### src/rtl/boot_pkg.sv
// boot_pkg: shared state encoding and stream framing constants for boot_loader.
// BOOT_LOADER_CHECKSUM_EN adds the CHECK state.
package boot_pkg;
   localparam int LEN_BYTES  = 2;
   localparam int WORD_BYTES = 4;
`ifdef BOOT_LOADER_CHECKSUM_EN
   typedef enum logic [2:0] {S_LEN_HI, S_LEN_LO, S_LOAD, S_CHECK, S_DONE, S_RUN, S_ERROR} state_t;
`else
   typedef enum logic [2:0] {S_LEN_HI, S_LEN_LO, S_LOAD, S_DONE, S_RUN, S_ERROR} state_t;
`endif
endpackage

### src/rtl/word_packer.sv
// word_packer: shifts accepted bytes MSB-first and flags the byte that completes a word.
module word_packer
   import boot_pkg::*;
(
   input  logic        i_clk,
   input  logic        i_rst_n,
   input  logic        i_valid,
   input  logic [7:0]  i_byte,
   output logic        o_word_valid,
   output logic [31:0] o_word
);
   logic [8*(WORD_BYTES-1)-1:0]   r_shift;
   logic [$clog2(WORD_BYTES)-1:0] r_idx;
   // Word is presented combinationally with its last byte so the top can register the write.
   assign o_word_valid = i_valid && r_idx == $clog2(WORD_BYTES)'(WORD_BYTES-1);
   assign o_word       = {r_shift, i_byte};
   always_ff @(posedge i_clk or negedge i_rst_n) begin
      if (!i_rst_n) begin
         r_shift <= '0;
         r_idx   <= '0;
      end else if (i_valid) begin
         r_shift <= {r_shift[8*(WORD_BYTES-2)-1:0], i_byte};
         r_idx   <= r_idx + 1'b1;
      end
   end
endmodule

### src/rtl/boot_loader.sv
// boot_loader: loads a length-prefixed byte image into instruction memory, then releases the CPU.
// BOOT_LOADER_CHECKSUM_EN enables the trailing checksum byte and its CHECK state.
module boot_loader
   import boot_pkg::*;
#(
   parameter int ADDR_WIDTH = 10,
   parameter int BASE_ADDR  = 0
) (
   input  logic                  clk_i,
   input  logic                  rst_ni,
   input  logic [7:0]            byte_data_i,
   input  logic                  byte_valid_i,
   output logic                  byte_ready_o,
   output logic [ADDR_WIDTH-1:0] imem_addr_o,
   output logic [31:0]           imem_data_o,
   output logic                  imem_we_o,
   output logic                  cpu_rst_o,
   output logic                  done_o,
   output logic                  error_o
);
   localparam int unsigned ROOM = (1 << ADDR_WIDTH) - BASE_ADDR;
`ifdef BOOT_LOADER_CHECKSUM_EN
   localparam state_t S_TAIL = S_CHECK;
   logic [7:0] r_sum;
`else
   localparam state_t S_TAIL = S_DONE;
`endif
   state_t                  r_state, w_state_nxt;
   logic [8*LEN_BYTES-1:0]  r_len;
   logic [ADDR_WIDTH:0]     r_cnt;
   logic [8*LEN_BYTES-1:0]  w_len;
   logic                    w_xfer, w_load, w_word_valid, w_last, w_big, w_rdy_nxt;
   logic [31:0]             w_word;
   assign w_xfer = byte_valid_i && byte_ready_o;
   assign w_load = w_xfer && r_state == S_LOAD;
   assign w_len  = {r_len[8*LEN_BYTES-1:8], byte_data_i};
   assign w_big  = 32'(w_len) > ROOM;
   assign w_last = w_word_valid && 32'(r_cnt + 1'b1) == 32'(r_len);
   word_packer u_packer (
      .i_clk        (clk_i),
      .i_rst_n      (rst_ni),
      .i_valid      (w_load),
      .i_byte       (byte_data_i),
      .o_word_valid (w_word_valid),
      .o_word       (w_word)
   );
   always_comb begin
      w_state_nxt = r_state;
      case (r_state)
         S_LEN_HI: w_state_nxt = w_xfer ? S_LEN_LO : r_state;
         S_LEN_LO: w_state_nxt = !w_xfer ? r_state : w_big ? S_ERROR : w_len == '0 ? S_TAIL : S_LOAD;
         S_LOAD:   w_state_nxt = w_last ? S_TAIL : r_state;
`ifdef BOOT_LOADER_CHECKSUM_EN
         S_CHECK:  w_state_nxt = !w_xfer ? r_state : 8'(r_sum + byte_data_i) == 8'd0 ? S_DONE : S_ERROR;
`endif
         S_DONE:   w_state_nxt = S_RUN;
         default:  w_state_nxt = r_state;
      endcase
   end
   // Ready tracks the next state so no byte is ever accepted outside an accepting state.
   assign w_rdy_nxt = w_state_nxt == S_LEN_HI || w_state_nxt == S_LEN_LO || w_state_nxt == S_LOAD
`ifdef BOOT_LOADER_CHECKSUM_EN
      || w_state_nxt == S_CHECK
`endif
      ;
   always_ff @(posedge clk_i or negedge rst_ni) begin
      if (!rst_ni) begin
         r_state      <= S_LEN_HI;
         r_len        <= '0;
         r_cnt        <= '0;
         byte_ready_o <= 1'b0;
         imem_we_o    <= 1'b0;
         imem_addr_o  <= '0;
         imem_data_o  <= '0;
         cpu_rst_o    <= 1'b1;
         done_o       <= 1'b0;
         error_o      <= 1'b0;
`ifdef BOOT_LOADER_CHECKSUM_EN
         r_sum        <= '0;
`endif
      end else begin
         r_state      <= w_state_nxt;
         byte_ready_o <= w_rdy_nxt;
         cpu_rst_o    <= r_state != S_RUN;
         done_o       <= r_state == S_RUN;
         error_o      <= r_state == S_ERROR;
         imem_we_o    <= w_word_valid;
         if (w_xfer && r_state == S_LEN_HI) r_len[8*LEN_BYTES-1:8] <= byte_data_i;
         if (w_xfer && r_state == S_LEN_LO) r_len <= w_len;
         if (w_word_valid) begin
            imem_addr_o <= ADDR_WIDTH'(BASE_ADDR) + r_cnt[ADDR_WIDTH-1:0];
            imem_data_o <= w_word;
            r_cnt       <= r_cnt + 1'b1;
         end
`ifdef BOOT_LOADER_CHECKSUM_EN
         if (w_load) r_sum <= r_sum + byte_data_i;
`endif
      end
   end
endmodule

### config.mk
export PLATFORM = sky130hd
export DESIGN_NAME = boot_loader
export DESIGN_NICKNAME = d
export VERILOG_FILES = /design/src/rtl/boot_pkg.sv /design/src/rtl/word_packer.sv /design/src/rtl/boot_loader.sv
export SDC_FILE = /design/constraint.sdc
export NUM_CORES = 1
export LEC_CHECK = 0
export BUFFER_PORTS_ARGS = -buffer_cell sky130_fd_sc_hd__buf_2
export CELL_PAD_IN_SITES_DETAIL_PLACEMENT = 1
export CELL_PAD_IN_SITES_GLOBAL_PLACEMENT = 2
export CORE_ASPECT_RATIO = 0.8
export CORE_UTILIZATION = 37
export CTS_CLUSTER_SIZE = 8
export DETAILED_ROUTE_END_ITERATION = 12
export GPL_ROUTABILITY_DRIVEN = 0
export PLACE_DENSITY = 0.87
export REMOVE_ABC_BUFFERS = 1
export SKIP_LAST_GASP = 1
export SYNTH_ARGS = -nofsm -noshare
export SYNTH_HDL_FRONTEND = slang
export SYNTH_SLANG_ARGS = --single-unit
### constraint.sdc
create_clock -name clk_i -period 2.5 [get_ports clk_i]
set_clock_uncertainty 0.15 [all_clocks]
set_input_delay 0.375 -clock clk_i [delete_from_list [all_inputs] [get_ports clk_i]]
set_output_delay 0.375 -clock clk_i [all_outputs]
set_load 0.05 [all_outputs]
# Yosys cells after proc, flatten, opt, wreduce, memory -nomap -nowiden
# Cells that the tools add are included.
# totals
reg_bits,103
in_bits,11
elab_cells,46
# op_classes
addsub,3
n_lt_le_gt_ge,1
n_eq_ne,10
n_mux,6
bitwise_logic,1
n_reduce_logical,12
# op_table
op,n
$eq A12 B16 Y1,1
$gt A16 B11 Y1 const B,1
$logic_not A16 Y1,1
$add A11 B1 Y12 const B,1
$mux W3,4
$pmux W3 S4,1
$add A11 B1 Y11 const B,1
$eq A3 B2 Y1 const B,3
$eq A3 B1 Y1 const B,2
$eq A3 B3 Y1 const B,2
$logic_and A1 B1 Y1,6
$logic_not A3 Y1,2
$ne A3 B3 Y1 const B,1
$add A2 B1 Y2 const B,1
$eq A2 B2 Y1 const B,1
$logic_or A1 B1 Y1,2
$reduce_and A2 Y1,1
$mux W1,1
$not A1 Y1,1

# Depth between registers and ports, before layout
# Gate-level depths: netlist of run 1.
# logic_depth
word_depth,9
ltp_mapped,8

# Modules after synthesis
# Synthesis of run 1 repeated with hierarchy kept, for this count alone.
# unflattened
cells_unflattened,323
area_unflattened_um2,4521.8
# modules_own_cells
mod,n_inst,cells_each,area_each_um2,seq_area_each_um2
boot_loader,1,258,3383.2,1928.1
word_packer,1,65,1138.6,650.6

# Worst setup path before layout of run 1
# Ideal clock, no wire load.
# synth_path
path_type,reg2reg
startpoint,register byte_ready_o
endpoint,register r_len[11]
arrival_time_ns,1.785
slack_ns,0.437
path_stages_with_launch,5
synth_period_minus_slack_ns,2.063
path_cell_list,dfrtp_1 -> nand2_1 -> or4_1 -> clkbuf_1 -> mux2_1
# synth_via
elab_chain_len,4
# synth_lines
item,line,source
from (decl),boot_loader.sv:13,"output logic byte_ready_o,"
from (signal assigned),boot_loader.sv:83,byte_ready_o <= w_rdy_nxt;
$logic_and A1 B1 Y1 (*),boot_loader.sv:34,assign w_xfer = byte_valid_i && byte_ready_o;
$logic_and A1 B1 Y1,boot_loader.sv:89,if (w_xfer && r_state == S_LEN_LO) r_len <= w_len;
$not A1 Y1 (no line),--,
$reduce_and A2 Y1 (no line) (*),--,
"to (signal, indexed assignment)",boot_loader.sv:88,if (w_xfer && r_state == S_LEN_HI) r_len[8*LEN_BYTES-1:8] <= byte_data_i;
to (signal assigned),boot_loader.sv:89,
to (decl),boot_loader.sv:29,logic [8*LEN_BYTES-1:0] r_len;
# Every way passes the cells marked *; elsewhere a longest branch is shown, timed or not.
# A chain may end at the register's enable or synchronous reset.

# Final worst setup path of run 1
# layout_path
startpoint,register r_cnt[1]
endpoint,register r_state[0]
# layout_via
elab_chain_len,5
# layout_lines
item,line,source
from (decl),boot_loader.sv:30,logic [ADDR_WIDTH:0] r_cnt;
from (signal assigned),boot_loader.sv:93,r_cnt <= r_cnt + 1'b1;
$add A11 B1 Y12,boot_loader.sv:38,assign w_last = w_word_valid && 32'(r_cnt + 1'b1) == 32'(r_len);
$eq A12 B16 Y1,boot_loader.sv:38,
$logic_and A1 B1 Y1,boot_loader.sv:38,
$mux W3,boot_loader.sv:52,S_LOAD: w_state_nxt = w_last ? S_TAIL : r_state;
$pmux W3 S4,boot_loader.sv:49,case (r_state)
net w_state_nxt[0],boot_loader.sv:28,"state_t r_state, w_state_nxt;"
to (signal assigned),boot_loader.sv:82,r_state <= w_state_nxt;
to (decl),boot_loader.sv:28,
# The timed path passes the listed nets, and every way through them passes these cells.

==> flow_summary_export.csv, run 1 <==
group,metric,value,unit
clocking,cts_tree,"done",
yosys,synth-seq-cells,103,
clocking,cts_buffer_depth,2,
status,violations,"DRC",
worst_setup_path,cpPeakStageDelay,0.47,ns
cells_and_area,final_nets,495,
yosys,ys_seq_area_share,57.2,%
sta,rsz0062_at_grt,"no",
clocking,clk_pin_slew,0.07,ns
drt,via_per_inst,5.10,
placed_design,placed_area,0.00502,sq mm
worst_setup_path,crit_arrival,2.41,ns
cells_and_area,multi_input_area,0.00179,sq mm
global_routing,grt_pass1_vias,3465,
cells_and_area,fillers,1297,
sta,fin_hold_ws,0.136,ns
worst_setup_path,cp-start-kind,"flop",
clocking,clock_latency,0.36,ns
sta,timing.fmax,0.438,GHz
pwr,vdd_drop_max,0.000373,V
cells_and_area,drive_gt1_share,28.7,%
worst_setup_path,crit_family,"compound AO/OA/AOI/OAI gates",
worst_setup_path,cp_max_fo,10,
worst_setup_path,criticalPathCategory,"reg2reg",
global_routing,antenna_found_initial,0,
cells_and_area,stdcell_count,635,
die,start_util,38.6,%
die,die_x,125,um
die,die_h,101,um
drt,antenna_left,0,
clocking,cts_setup_buffers,0,
drt,drt-pass1-iter-count,10,
worst_setup_path,slowest_stage,"dfrtp_2",
worst_setup_path,crit_required,2.63,ns
global_routing,grt_usage,18.1,%
die,pin_count,58,
worst_hold_path,hp-class,"in2reg",
placed_design,port_buffers,57,
drt,drt_iter0_markers,128,
yosys,synthesis.instances,421,
clocking,numCtsBuffers,9,
yosys,ys_warn_count,0,
worst_setup_path,path_buf_inv,1,
clocking,cts.sinks,103,
sta,period_minus_slack,2.28,ns
cells_and_area,final_util,45.7,%
pwr,power_density,791,mW/mm^2
global_routing,grt_max_degree,40,
worst_setup_path,endpoint_kind,"flop",
sta,final.period_utilization,91.3,%
worst_setup_path,path_cells,"ha_1 -> buf_4 -> xor2_1 -> nand4_1 -> a211oi_1 -> o32ai_1 -> o31ai_2 -> a21boi_1",
cells_and_area,seq_area,0.00258,sq mm
pwr,p_leak,2.84,nW
sta,tightest_slew,0.524,ns
yosys,yosysTopAreaCell,"dfrtp_1",
sta,drv_slew,0,
die,die-area,0.0126,sq mm
cells_and_area,layout-area-overhead-vs-synth,18.6,%
global_routing,grt_pass1_wl,17.8,mm
clocking,htree_levels,3,
cells_and_area,postLayoutCellArea,0.00535,sq mm
sta,report.final.hold_viol_count,0,
clocking,clockRootBuffer,"clkbuf_16",
yosys,avgSynthCellArea,10.7,sq um
cells_and_area,diodes,0,
yosys,synth_top_area_share,56.6,%
yosys,ys_top_cells_by_area,"dfrtp_1 57%, nand2_1 12%, mux2_2 9.7%, xor2_1 2.5%, xnor2_1 1.9%",
die,core,0.0117,sq mm
die,rows,35,
drt,drc,3,
global_routing,grt_overflow,0,
drt,dr_total_vias,3240,
drt,postRouteWirelength,10.2,mm
flow_run,maxCapViolCount,0,
placed_design,hpwl,7.08,mm
drt,wire_per_inst,16.1,um
placed_design,dp_cells,618,
sta,relSlewSlack,65.1,%
sta,finalSetupViolations,0,
yosys,netlist_area,0.00451,sq mm
status,status,"finished, violations left",
yosys,synth_cell_type_count,49,
path summary, 6_finish.rpt:
check | from | endpoint | slack (ns) | cells past startpoint
min in group asynchronous | rst_ni | imem_addr_o[1] | 0.39 | 2
setup reg to reg | r_cnt[1] | r_state[0] | 0.22 | 8
hold / removal | byte_data_i[5] | imem_data_o[5] | 0.14 | 3
setup / recovery | r_cnt[1] | r_state[0] | 0.22 | 8
hold reg to reg | u_packer.r_shift[19] | imem_data_o[27] | 0.32 | 2
max in group asynchronous | rst_ni | r_cnt[1] | 1.16 | 3
cell type report:
cell class,count,share of cell area (%)
multi-input combinational,289,33.4
timing repair buffer,76,8.80
clock inverter,7,1.66
inverter,3,0.211
tap,148,3.46
sequential,103,48.3
clock buffer,9,4.21
synth_stat cells (all sizes together):
cell type and instances:
a211oi 2, a21boi 3, a21oi 7, a221o 1, a32o 1, and3 2, and3b 2, and4 2
buf 16, clkbuf 10, dfrtp 102, dfstp 1, ha 2, inv 3, mux2 41, mux2i 2
nand2 143, nand2b 2, nand3 8, nand3b 1, nand4 5, nor2 6, nor3 9, nor3b 2
nor4 6, nor4b 2, nor4bb 1, o211ai 4, o21ai 2, o22ai 1, o311ai 1, o31a 1
o31ai 2, o32ai 1, or4 4, xnor2 10, xor2 13
worst register-to-register path, stage by stage, from the launching register on:
cell and delay [ns]:
dfrtp_2 0.47, ha_1 0.26, buf_4 0.18, xor2_1 0.15, nand4_1 0.13, a211oi_1 0.25
o32ai_1 0.14, o31ai_2 0.30, a21boi_1 0.19
what timing repair did:
action | in CTS | in global routing
setup endpoints to repair | 0 | 2
hold buffers | 1 | 0
gates resized for setup | 0 | 1
hold endpoints to repair | 35 | 0
logic make-up after synthesis:
kind of cell    share of synthesized area [%]
simple gates                             19.6
flops                                    57.2
compound gates                           4.22
xor+xnor                                 4.47
fa+ha+maj                               0.555
mux                                      10.7
buf+inv                                  3.25
flip-flops by register name, summed over array words and instances, names as in the netlist:
signal,flops
imem_we_o,1
r_len,16
r_state,3
error_o,1
done_o,1
byte_ready_o,1
u_packer.r_idx,2
imem_data_o,32
cpu_rst_o,1
r_cnt,11
imem_addr_o,10
u_packer.r_shift,24
placed cells by master, fill, tap and decap left out, types with 3 or more instances in the layout:
cell type,netlist,routed
nand2_1,142,141
dfrtp_1,102,101
buf_2,9,56
mux2_2,39,39
buf_4,3,16
xor2_1,13,13
xnor2_1,10,10
clkbuf_16,0,9
nor3_1,8,8
nand3_1,8,8
a21oi_1,7,7
nor4_1,6,6
nor2_1,6,6
nand4_1,4,4
o211ai_1,3,3
or4_1,3,3
inv_6,0,3
buf_12,0,3
routing by layer:
layer	GRT usage, %	wire, um	up-vias
met1	24.6	5020	1646
met5	0	0	-
met4	4.13	60	0
met3	5.79	441	8
li1	-	-	1530
met2	28.4	4680	56
metrics by stage:
| stage | total power, W | setup slack, ns | TNS (ns) |
|---|---|---|---|
| floorplan | 0.00252 | -0.268 | -6.78 |
| global placement | 0.00276 | 0.301 | 0 |
| detailed placement | 0.00278 | 0.204 | 0 |
| CTS | 0.00429 | 0.172 | 0 |
| global route | 0.00444 | 0.00109 | 0 |
| finish | 0.00423 | 0.218 | 0 |
power breakdown:
part           switching (W)  internal, W  leakage [nW]  total (W)
registers           0.000189      0.00186          1.40    0.00204
clock network       0.000672     0.000798         0.150    0.00147
logic               0.000400     0.000313          1.29   0.000713
Power figures use the tool's default switching activity.
==> run 2, diff against run 1 <==
--- a/config.mk
+++ b/config.mk
@@ -13,7 +13,7 @@
 export CTS_CLUSTER_SIZE = 8
 export DETAILED_ROUTE_END_ITERATION = 12
 export GPL_ROUTABILITY_DRIVEN = 0
-export PLACE_DENSITY = 0.87
+export PLACE_DENSITY = 0.77
 export REMOVE_ABC_BUFFERS = 1
 export SKIP_LAST_GASP = 1
 export SYNTH_ARGS = -nofsm -noshare
==> run 2 against run 1 <==
Effect of this change: the flow still finishes with violations (DRC); count of clock-buffer cells in the layout grew 2; non-clock buffer count is 3 lower; fmax decreased by 3.3%; register-to-register slack got worse by 0.08 ns.
==> flow_summary_export.csv, run 2 (synthesized netlist as in run 1, its figures left out) <==
group,metric,value,unit
placed_design,hpwl,7.18,mm
sta,fin_hold_ws,0.148,ns
pwr,p_total,0.00417,W
sta,tightest_slew,0.462,ns
drt,antenna_left,0,
clocking,cts_resized,0,
placed_design,dp_cells,615,
drt,dr_total_vias,3198,
worst_setup_path,cp-start-kind,"flop",
worst_setup_path,path_cells,"ha_1 -> buf_4 -> xor2_1 -> nand4_1 -> a211oi_1 -> o32ai_1 -> o31ai_2 -> a21boi_1",
worst_setup_path,critical_path.startpoint,"r_cnt[1]",
worst_setup_path,slowest_stage,"dfrtp_1",
placed_design,dp_slack,0.174,ns
cells_and_area,diodes,0,
clocking,cts_setup_buffers,0,
global_routing,antenna_found_initial,0,
drt,drt-pass1-iter-count,10,
flow_run,maxCapViolCount,0,
die,die-area,0.0126,sq mm
drt,wire_per_inst,16.3,um
drt,via_per_inst,5.07,
cells_and_area,reg_top3,"imem_data_o: 32 flops, u_packer.r_shift: 24 flops, r_len: 16 flops",
sta,relSlewSlack,69.1,%
status,status,"finished, violations left",
clocking,numCtsBuffers,9,
cells_and_area,largest-register,"imem_data_o",
clocking,clockRootBuffer,"clkbuf_16",
clocking,cts.sinks,103,
pwr,pwr-share-comb,17.1,%
clocking,clock_latency,0.35,ns
global_routing,grt_pass1_vias,3415,
global_routing,grt_max_degree,51,
global_routing,grt_usage,18.1,%
clocking,clk_pin_slew,0.07,ns
pwr,vdd_drop_max,0.000310,V
cells_and_area,fillers,1326,
pwr,power_density,789,mW/mm^2
sta,period_minus_slack,2.36,ns
worst_setup_path,crit_required,2.62,ns
pwr,seqPwrFrac,49.2,%
cells_and_area,largest_reg_flops,32,
cells_and_area,final_common_cell,"nand2_1",
pwr,p_leak,2.81,nW
clocking,cts_tree,"done",
global_routing,grt_pass1_wl,17.8,mm
pwr,power.internal,0.00295,W
die,die_h,101,um
drt,drt_iter0_markers,152,
sta,setup_ws,0.142,ns
worst_setup_path,endpoint_kind,"flop",
worst_setup_path,cp_max_fo,10,
pwr,switchingPower,0.00122,W
die,die_x,125,um
clocking,cts_buffer_depth,2,
cells_and_area,final_nets,492,
sta,finalSetupViolations,0,
drt,drc,1,
die,start_util,38.6,%
sta,final.period_utilization,94.3,%
sta,drv_slew,0,
die,core,0.0117,sq mm
worst_setup_path,reg2reg_from,"r_cnt[1]",
cells_and_area,stdcell_count,631,
worst_setup_path,crit_arrival,2.48,ns
placed_design,port_buffers,57,
cells_and_area,final_cell_mix,"141 x nand2_1, 102 x dfrtp_1, 56 x buf_2, 39 x mux2_2, 14 x buf_4",
worst_setup_path,criticalPathCategory,"reg2reg",
cells_and_area,layout-area-overhead-vs-synth,17.2,%
global_routing,grt_overflow,0,
status,violations,"DRC",
sta,report.final.hold_viol_count,0,
die,pin_count,58,
worst_hold_path,hp-class,"in2reg",
die,rows,35,
cells_and_area,drive_gt1_share,27.5,%
sta,rsz0062_at_grt,"no",
worst_setup_path,cpPeakStageDelay,0.50,ns
worst_hold_path,hp-start,"byte_data_i[7]",
sta,timing.fmax,0.424,GHz
drt,postRouteWirelength,10.3,mm
pwr,swShare,29.3,%
pwr,clkPwrFrac,33.7,%
clocking,htree_levels,3,
-- run 2: cell types whose count changed in the layout (fill, tap and decap cells not counted), sizes merged --
cell | previous run | this run
clkinv | 2 | 0
clkbuf | 9 | 11
inv | 6 | 5
buf | 75 | 72
-- run 2: cell type report --
class | count | area, sq um | area share (%)
flip-flops and latches | 103 | 2580 | 48.8
repair buffers | 73 | 435 | 8.24
inverters | 3 | 11.3 | 0.213
clock buffers | 11 | 233 | 4.40
clock inverters | 4 | 55.1 | 1.04
multi-input cells | 289 | 1790 | 33.8
well taps | 148 | 185 | 3.50
-- run 2: worst max-delay path, delay by kind of cell (launching register included) --
kind / cells / cell delay, ns
buf+inv: 1 / 0.17
compound gates: 4 / 0.85
simple gates: 1 / 0.14
xor+xnor: 1 / 0.18
fa+ha+maj: 1 / 0.29
flops: 1 / 0.50
-- run 2: final timing paths --
check	to	slack, ns	cells after the start
setup / recovery	r_state[0]	0.14	8
setup reg to reg	r_state[0]	0.14	8
max in group asynchronous	r_cnt[3]	1.17	3
min in group asynchronous	byte_ready_o	0.35	2
hold / removal	imem_data_o[7]	0.15	3
hold reg to reg	imem_data_o[27]	0.32	2
-- run 2: stage by stage --
step | TNS [ns] | utilization [%] | instance area (sq um)
floorplan | -6.78 | - | 4370
global placement | 0 | 42.6 | 4990
CTS | 0 | 45.2 | 5280
global route | 0 | 45.2 | 5280
finish | 0 | 45.2 | 5280
detailed placement | 0 | 42.6 | 4990
-- run 2: routing by layer --
layer	vias up	global-route usage [%]	routed length [um]
met4	0	6.19	157
li1	1529	-	-
met3	13	3.82	322
met5	-	0	0
met2	54	29.0	4740
met1	1602	24.7	5090
-- run 2: repair_timing --
item | CTS | global route
endpoints found under the setup margin | 0 | 0
hold buffers | 1 | 0
endpoints found under the hold margin | 27 | 0
-- run 2: power groups by stage --
stage	sequential, W	clock, W	combinational [W]
final	0.00205	0.00140	0.000712
after global routing	0.00208	0.00150	0.000787
after CTS	0.00205	0.00146	0.000720
after detailed placement	0.00209	0	0.000715
after global placement	0.00208	0	0.000693
after floorplan	0.00212	0	0.000401
==> run 3, diff against run 2 <==
--- a/config.mk
+++ b/config.mk
@@ -5,7 +5,7 @@
 export SDC_FILE = /design/constraint.sdc
 export NUM_CORES = 1
 export LEC_CHECK = 0
-export BUFFER_PORTS_ARGS = -buffer_cell sky130_fd_sc_hd__buf_2
+export BUFFER_PORTS_ARGS = -buffer_cell sky130_fd_sc_hd__clkbuf_2
 export CELL_PAD_IN_SITES_DETAIL_PLACEMENT = 1
 export CELL_PAD_IN_SITES_GLOBAL_PLACEMENT = 2
 export CORE_ASPECT_RATIO = 0.8
@@ -13,7 +13,7 @@
 export CTS_CLUSTER_SIZE = 8
 export DETAILED_ROUTE_END_ITERATION = 12
 export GPL_ROUTABILITY_DRIVEN = 0
-export PLACE_DENSITY = 0.77
+export PLACE_DENSITY_LB_ADDON = 0.2
 export REMOVE_ABC_BUFFERS = 1
 export SKIP_LAST_GASP = 1
 export SYNTH_ARGS = -nofsm -noshare
==> run 3 against run 2 <==
Effect of this change: the flow now finishes without violations; fmax is 2.1% higher; sequential cell count stayed put; register-to-register slack better by 0.05 ns; via count is 0.72% higher; critical path type unchanged; routed wire length is 2.9% lower; worst setup slack better by 0.048 ns; sequential power hardly changed; clock power is 3% lower.
==> flow_summary_export.csv, run 3 (synthesized netlist as in run 1, its figures left out) <==
group,metric,value,unit
pwr,vdd_drop_max,0.000320,V
flow_run,maxCapViolCount,0,
global_routing,grt_pass1_vias,3349,
cells_and_area,stdcell_count,635,
global_routing,grt_pass1_wl,17.3,mm
die,rows,35,
placed_design,placed_area,0.00503,sq mm
cells_and_area,largest-register,"imem_data_o",
die,core,0.0117,sq mm
cells_and_area,diodes,0,
pwr,p_total,0.00412,W
sta,timing.fmax,0.433,GHz
worst_setup_path,r2r_slack,0.19,ns
placed_design,hpwl,7.11,mm
worst_setup_path,worstReg2RegEnd,"r_state[0]",
clocking,cts_buffer_depth,2,
drt,wire_per_inst,15.8,um
sta,rsz0062_at_grt,"no",
worst_setup_path,crit_arrival,2.38,ns
global_routing,antenna_found_initial,0,
sta,drv_slew,0,
status,status,"completed",
drt,via_per_inst,5.07,
cells_and_area,final_nets,495,
die,die_x,125,um
die,die_h,101,um
clocking,numCtsBuffers,9,
cells_and_area,postLayoutCellArea,0.00534,sq mm
worst_hold_path,hp-class,"in2reg",
worst_setup_path,cp_max_fo,10,
cells_and_area,final_common_cell,"nand2_1",
die,die-area,0.0126,sq mm
cells_and_area,reg_top3,"imem_data_o: 32 flops, u_packer.r_shift: 24 flops, r_len: 16 flops",
drt,dr_total_vias,3221,
global_routing,grt_max_degree,48,
worst_setup_path,criticalPathCategory,"reg2reg",
sta,fin_hold_ws,0.149,ns
clocking,clock_latency,0.34,ns
placed_design,port_buffers,57,
clocking,cts_tree,"done",
clocking,htree_levels,3,
cells_and_area,final_util,45.7,%
die,pin_count,58,
cells_and_area,largest_reg_flops,32,
clocking,clk_pin_slew,0.07,ns
global_routing,grt_usage,17.6,%
drt,drt_iter0_markers,124,
worst_setup_path,endpoint_kind,"flop",
worst_setup_path,reg2reg_depth,8,
worst_setup_path,crit_required,2.57,ns
worst_setup_path,cp-start-kind,"flop",
clocking,cts.sinks,103,
worst_setup_path,crit_end,"r_state[0]",
sta,finalSetupViolations,0,
drt,drc,0,
die,start_util,38.6,%
drt,drt-pass1-iter-count,6,
cells_and_area,final_cell_mix,"141 x nand2_1, 100 x dfrtp_1, 56 x clkbuf_2, 39 x mux2_2, 15 x buf_4",
global_routing,grt_overflow,0,
worst_setup_path,reg2reg_from,"r_cnt[1]",
drt,antenna_left,0,
sta,period_minus_slack,2.31,ns
sta,report.final.hold_viol_count,0,
placed_design,dp_cells,618,
sta,tightest_slew,0.646,ns
pwr,power_density,772,mW/mm^2
drt,postRouteWirelength,10.0,mm
cells_and_area,drive_gt1_share,29.0,%
worst_setup_path,critical_path.startpoint,"r_cnt[1]",
pwr,p_leak,2.79,nW
clocking,clockRootBuffer,"clkbuf_16",
sta,final.period_utilization,92.4,%
cells_and_area,layout-area-overhead-vs-synth,18.4,%
sta,relSlewSlack,56.9,%
==> run 3: changes by cell type in the layout (fill, tap and decap cells not counted), sizes merged <==
cell / before / now
bufinv: 1 / 0
clkbuf: 11 / 66
buf: 72 / 19
clkinv: 0 / 3
==> run 3: repair_timing <==
item,4_1_cts,5_1_grt
endpoints found under the hold margin,43,0
gates resized for setup,0,2
setup endpoints to repair,0,2
hold buffers,1,0
buffers inserted,0,0
==> run 3: layout make-up <==
type                            instances  area, sq um
Timing Repair Buffer                   76          483
Clock inverter                          6         53.8
Multi-Input combinational cell        289         1790
Inverter                                3         11.3
Tap cell                              148          185
Sequential cell                       103         2580
Fill cell                            1312         6350
Clock buffer                           10          239
==> run 3: metrics by stage <==
| step | setup TNS (ns) | setup WS (ns) |
|---|---|---|
| detailed placement | 0 | 0.146 |
| floorplan | -6.78 | -0.268 |
| global placement | 0 | 0.249 |
| CTS | 0 | 0.115 |
| finish | 0 | 0.190 |
| global route | 0 | 0.00581 |
==> run 3: worst min path at each step <==
stage / start / endpoint / slack, ns / cells after the start
2_1_floorplan: rst_ni / byte_ready_o / -0.07 / 0
3_3_place_gp: rst_ni / imem_addr_o[2] / 0.28 / 1
3_5_place_dp: rst_ni / imem_addr_o[2] / 0.30 / 1
4_1_cts: byte_data_i[5] / imem_data_o[5] / 0.14 / 3
5_1_grt: byte_data_i[4] / imem_data_o[4] / 0.16 / 3
6_report: byte_data_i[5] / imem_data_o[5] / 0.15 / 3
==> run 3: critical path: stages, from the launching register on <==
cell and delay (ns):
dfrtp_2 0.44, ha_1 0.27, nand2_1 0.11, buf_4 0.18, nor4_1 0.28, nor4_1 0.08, o32ai_1 0.43, o31ai_2 0.11
a21boi_1 0.14
==> run 3: power breakdown <==
part | leakage (nW) | switching [W] | total, W | internal, W
logic | 1.26 | 0.000396 | 0.000710 | 0.000314
registers | 1.40 | 0.000192 | 0.00205 | 0.00186
clock network | 0.141 | 0.000646 | 0.00136 | 0.000719
total | 2.79 | 0.00123 | 0.00412 | 0.00289
==> run 3: per-layer routing <==
| metal | vias up | GRT usage, % | wire (um) | part of all wire, % |
|---|---|---|---|---|
| met5 | - | 0 | 0 | 0 |
| met4 | 0 | 5.72 | 115 | 1.1 |
| met3 | 9 | 3.72 | 330 | 3.3 |
| met2 | 51 | 27.4 | 4590 | 46 |
| met1 | 1627 | 24.7 | 4980 | 50 |
| li1 | 1534 | - | - | - |
